$ cat src/rtl/fp_mul_pkg.sv
// Shared constants for the IEEE-754 single-precision multiplier datapath.
package fp_mul_pkg;

  localparam int          EXP_W    = 8;
  localparam logic [7:0]  EXP_MAX  = 8'hFF;
  localparam logic [7:0]  EXP_BIAS = 8'd127;

endpackage : fp_mul_pkg

$ cat src/rtl/half_adder.sv
// One-bit half adder; chained to form the ripple incrementer of the exponent corrector.
module half_adder (
  input  logic a,
  input  logic b,
  output logic s,
  output logic c
);

  assign s = a ^ b;
  assign c = a & b;

endmodule : half_adder

$ cat src/rtl/correct_adder_8bit.sv
// Exponent-correction incrementer: registered sum_out = sum + carry with overflow flag.
// Optional macro CORRECT_ADDER_SATURATE_EN clamps sum_out to all-ones on overflow.
module correct_adder_8bit
  import fp_mul_pkg::*;
#(
  parameter int WIDTH = EXP_W
) (
  input  logic             clk,
  input  logic             rst_n,
  input  logic             in_valid,
  input  logic [WIDTH-1:0] sum,
  input  logic             carry,
  output logic [WIDTH-1:0] sum_out,
  output logic             out_valid,
  output logic             ovf
);

  logic [WIDTH:0]   chain_c_s;
  logic [WIDTH-1:0] inc_s;
  logic [WIDTH-1:0] sum_next_s;
  logic             ovf_next_s;

  logic [WIDTH-1:0] sum_out_r;
  logic             out_valid_r;
  logic             ovf_r;

  // The normalization carry enters at the LSB and ripples up the chain.
  assign chain_c_s[0] = carry;

  for (genvar i = 0; i < WIDTH; i++) begin : g_inc
    half_adder u_ha (
      .a (sum[i]),
      .b (chain_c_s[i]),
      .s (inc_s[i]),
      .c (chain_c_s[i+1])
    );
  end

  assign ovf_next_s = chain_c_s[WIDTH];

  // Select the corrected exponent: wrap or clamp on overflow.
  always_comb begin
    sum_next_s = inc_s;
`ifdef CORRECT_ADDER_SATURATE_EN
    if (ovf_next_s) begin
      sum_next_s = {WIDTH{1'b1}};
    end else begin
      sum_next_s = inc_s;
    end
`else
    sum_next_s = inc_s;
`endif
  end

  // Output register stage; results load only on accepted inputs.
  always_ff @(posedge clk or negedge rst_n) begin
    if (!rst_n) begin
      sum_out_r   <= {WIDTH{1'b0}};
      ovf_r       <= 1'b0;
      out_valid_r <= 1'b0;
    end else begin
      out_valid_r <= (in_valid === 1'b1);
      if (in_valid) begin
        sum_out_r <= sum_next_s;
        ovf_r     <= ovf_next_s;
      end
    end
  end

  assign sum_out   = sum_out_r;
  assign ovf       = ovf_r;
  assign out_valid = out_valid_r;

endmodule : correct_adder_8bit

$ cat config.mk
export PLATFORM = sky130hd
export DESIGN_NAME = correct_adder_8bit
export DESIGN_NICKNAME = d
export VERILOG_FILES = /design/src/rtl/fp_mul_pkg.sv /design/src/rtl/half_adder.sv /design/src/rtl/correct_adder_8bit.sv
export SDC_FILE = /design/constraint.sdc
export NUM_CORES = 1
export LEC_CHECK = 0
export CORE_UTILIZATION = 28
export CTS_CLUSTER_SIZE = 10
export DETAILED_ROUTE_END_ITERATION = 10
export PLACE_DENSITY_LB_ADDON = 0.2
export SYNTH_ARGS = -nofsm -noshare
export SYNTH_HDL_FRONTEND = slang
export SYNTH_HIERARCHICAL = 1
export SYNTH_SLANG_ARGS = --single-unit
export TNS_END_PERCENT = 5
$ cat constraint.sdc
create_clock -name clk -period 1.35 [get_ports clk]
set_input_delay 0.27 -clock clk [delete_from_list [all_inputs] [get_ports clk]]
set_output_delay 0.27 -clock clk [all_outputs]
set_load 0.05 [all_outputs]
==> impl_summary.md <==
Floorplan
The core area is 0.00158 mm². The floorplan step defined a die boundary enclosing 0.00195 mm². The starting density of the core is 0.315. The row count is 14. The die width is 44.1 µm.

22 I/O pins were placed. In this run the vertical extent of the chip is 44.1 µm.

Clock tree
The tree built by TritonCTS fans out to 10 sinks. The number of hold buffers added after cts is 0. The number of setup buffers added after CTS is 0.

The number of H-tree levels is 1. The buffer type at the clock tree root is clkbuf_4. The clock buffer count from CTS is 3. Counting along the longest clock path gives a buffer depth of 2. The clock tree from TritonCTS is yes. Clock-pin slew was measured on the worst setup and hold paths at 70 ps.

The clock network latency to the later pin of the worst-skew pair is 260 ps.

Placed design
Once detailed placement completed, the half-perimeter wirelength came to 768 µm. The routability congestion estimate is 0.625. The total of buffers placed on input and output ports is 21. The placement-stage worst setup slack is -1080 ps.

Pwr
The proportion of power drawn by the clock network is 0.261. The power per cell area is 1040 mW/mm². The internal power of the cells totals 704 µW. Summed over all nets, the switching power comes to 304 µW. The net switching fraction of the power is 0.301. The leakage dissipation is 0.429 nW. The share of power burned in registers is 0.364.

The total power after layout is 1.01 mW. The highest ir drop seen on vdd is 0.707 mV. The share of total power dissipated in combinational logic is 0.376.

Synth
The gate count after technology mapping is 28. The total of flip-flops plus latches after synthesis is 10. Counting distinct cell types in the post-synthesis netlist gives 4. The Yosys step of the flow raised 6 warnings. Of the synthesized area, sequential elements account for 0.504. The mapped netlist covers 497 µm². The mean area per synthesized cell is 17.7 µm².

The synthesized netlist net count is 48.

STA
The number of hold violations in the final report was 0. The worst setup skew after layout is 0 ps. Setup repair after global routing could not meet its margin everywhere.

For the finished layout, the period the worst path requires is 1740 ps. Measured against its own limit, the worst slew margin works out to 0.712. Of the available clock period, the critical path in the final layout requires 1.29. The count of final max-slew check failures is 0. The final hold slack is 314 ps. Setup slack on the critical path of the routed design comes to -391 ps. The highest clock frequency the design can meet is 574 MHz. The actual slew at the worst max-slew pin is 431 ps. Setup violations remaining at the end of the flow were counted as 4. After routing, the total negative slack on setup checks comes to -1060 ps.

Cells and area
The final layout contains 74 nets. The number of antenna diodes in the final layout is 0. From synthesis to final layout, the design area changed by 96.0%. The count of fill cells added during filler insertion is 117. The final core area utilization is 0.617. The library cells used most frequently in the layout, excluding fill and tap cells, are buf_12, dfrtp_1, mux2_4.

In the final layout, the share of cells above drive strength 1 is 0.642. The most common cell after layout, fill and taps aside is buf_12.

GRT
For this run, the total global-route usage over all layers was measured as 0.126. The global-route wire length before repair is 1.72 mm. The global-route congestion overflow total is 0. The number of antenna violations at the first check in global routing is 0. The pin count of the biggest net entering global routing is 11. The number of global-route vias before repair was 378.

Drt
The overall routed net length is 937 µm. The first routing iteration left 4 violations. In the routed design, unresolved DRC markers number 0. Across all layers, the routed design uses 331 vias. Once detail routing completed, the nets flagged for antenna violations numbered 0. The detailed-route vias per instance is 4.80. The pre-antenna-repair detailed-routing pass consisted of 6 iterations.

The wire length per cell is 13.6 µm.

Critical path
The critical path in this run is classified as in2reg. The endpoint identified for the worst register-to-register timing path is ovf. The reg-to-reg startpoint is ovf. Along the worst path, the maximum fanout reaches 1.

The worst setup path is captured at a flip-flop. The capturing element of the worst setup path is sum_out[7]. The setup check on the worst reg-to-reg path leaves a slack of 540 ps. Tracing the worst setup path back leads to its startpoint at carry. The worst endpoint data arrival time is 1890 ps.

STA classifies the critical path startpoint as a primary input. At the worst endpoint, the required time is 1500 ps. The worst register-to-register path has a depth of 1.

Outcome
The run finished, with violations left. The checks that failed: setup timing.

Run
Across the run, the number of max-cap violations was 0.

Hold path
The tightest min-delay check is of the in2async type.
-- flip-flops by register name (all words and copies together), names as in the netlist --
signal / flops
sum_out: 8
ovf: 1
out_valid: 1
-- metal layers --
| metal | vias to the layer above | routed length (µm) | GRT usage |
|---|---|---|---|
| met5 | - | 0 | 0 |
| met4 | 0 | 0 | 0.0545 |
| met3 | 0 | 71 | 0.0612 |
| met2 | 14 | 481 | 0.206 |
| met1 | 167 | 385 | 0.140 |
| li1 | 150 | - | - |
-- power groups by stage --
| stage | clock (mW) | sequential (mW) | combinational, mW |
|---|---|---|---|
| 5_1_grt | 0.300 | 0.371 | 0.396 |
| 3_3_place_gp | 0 | 0.370 | 0.377 |
| 4_1_cts | 0.273 | 0.367 | 0.384 |
| 2_1_floorplan | 0 | 0.465 | 0.0766 |
| 6_report | 0.263 | 0.367 | 0.379 |
| 3_5_place_dp | 0 | 0.372 | 0.384 |
-- kinds of logic after synthesis --
family,share of synthesized area
DFF,0.504
muxes,0.272
buffers and inverters,0.0227
adders and majority gates,0.202
-- cell usage after synthesis, drive strengths merged --
cell / count / area (µm²)
mux2: 9 / 135
buf: 1 / 11.3
ha: 8 / 100
dfrtp: 10 / 250
-- critical path, stage by stage --
cell	delay, ps
buf_6	100
ha_4	150
ha_4	150
ha_4	150
ha_4	150
ha_4	150
ha_4	150
ha_4	160
ha_4	200
mux2_4	250
-- through the flow --
stage          area, µm²  std cells
2_1_floorplan        597         28
3_3_place_gp         936         65
3_5_place_dp         936         65
4_1_cts              973         69
5_1_grt              973         69
6_report             973         69
-- how the worst min path moves through the flow --
stage | startpoint | endpoint | slack (ps) | cells after the start
after CTS | rst_n | sum_out[7] | 320 | 1
after global placement | sum_out[5] | sum_out[5] | 560 | 1
after detailed placement | sum_out[1] | sum_out[1] | 560 | 1
after global routing | rst_n | sum_out[1] | 340 | 1
after floorplan | rst_n | out_valid | -30 | 0
final | rst_n | sum_out[7] | 310 | 1
-- cell type report --
cell class              instances  area [µm²]  area share
repair buffers                 22         332       0.341
flip-flops and latches         10         250       0.257
clock buffers                   4        36.3      0.0373
multi-input cells              17         335       0.344
well taps                      16        20.0      0.0206
-- timing repair --
action                     4_1_cts  5_1_grt
setup endpoints to repair        7        4
gates resized for setup         13        0
pin swaps                        7        0
(Power assumes the default switching activity.)
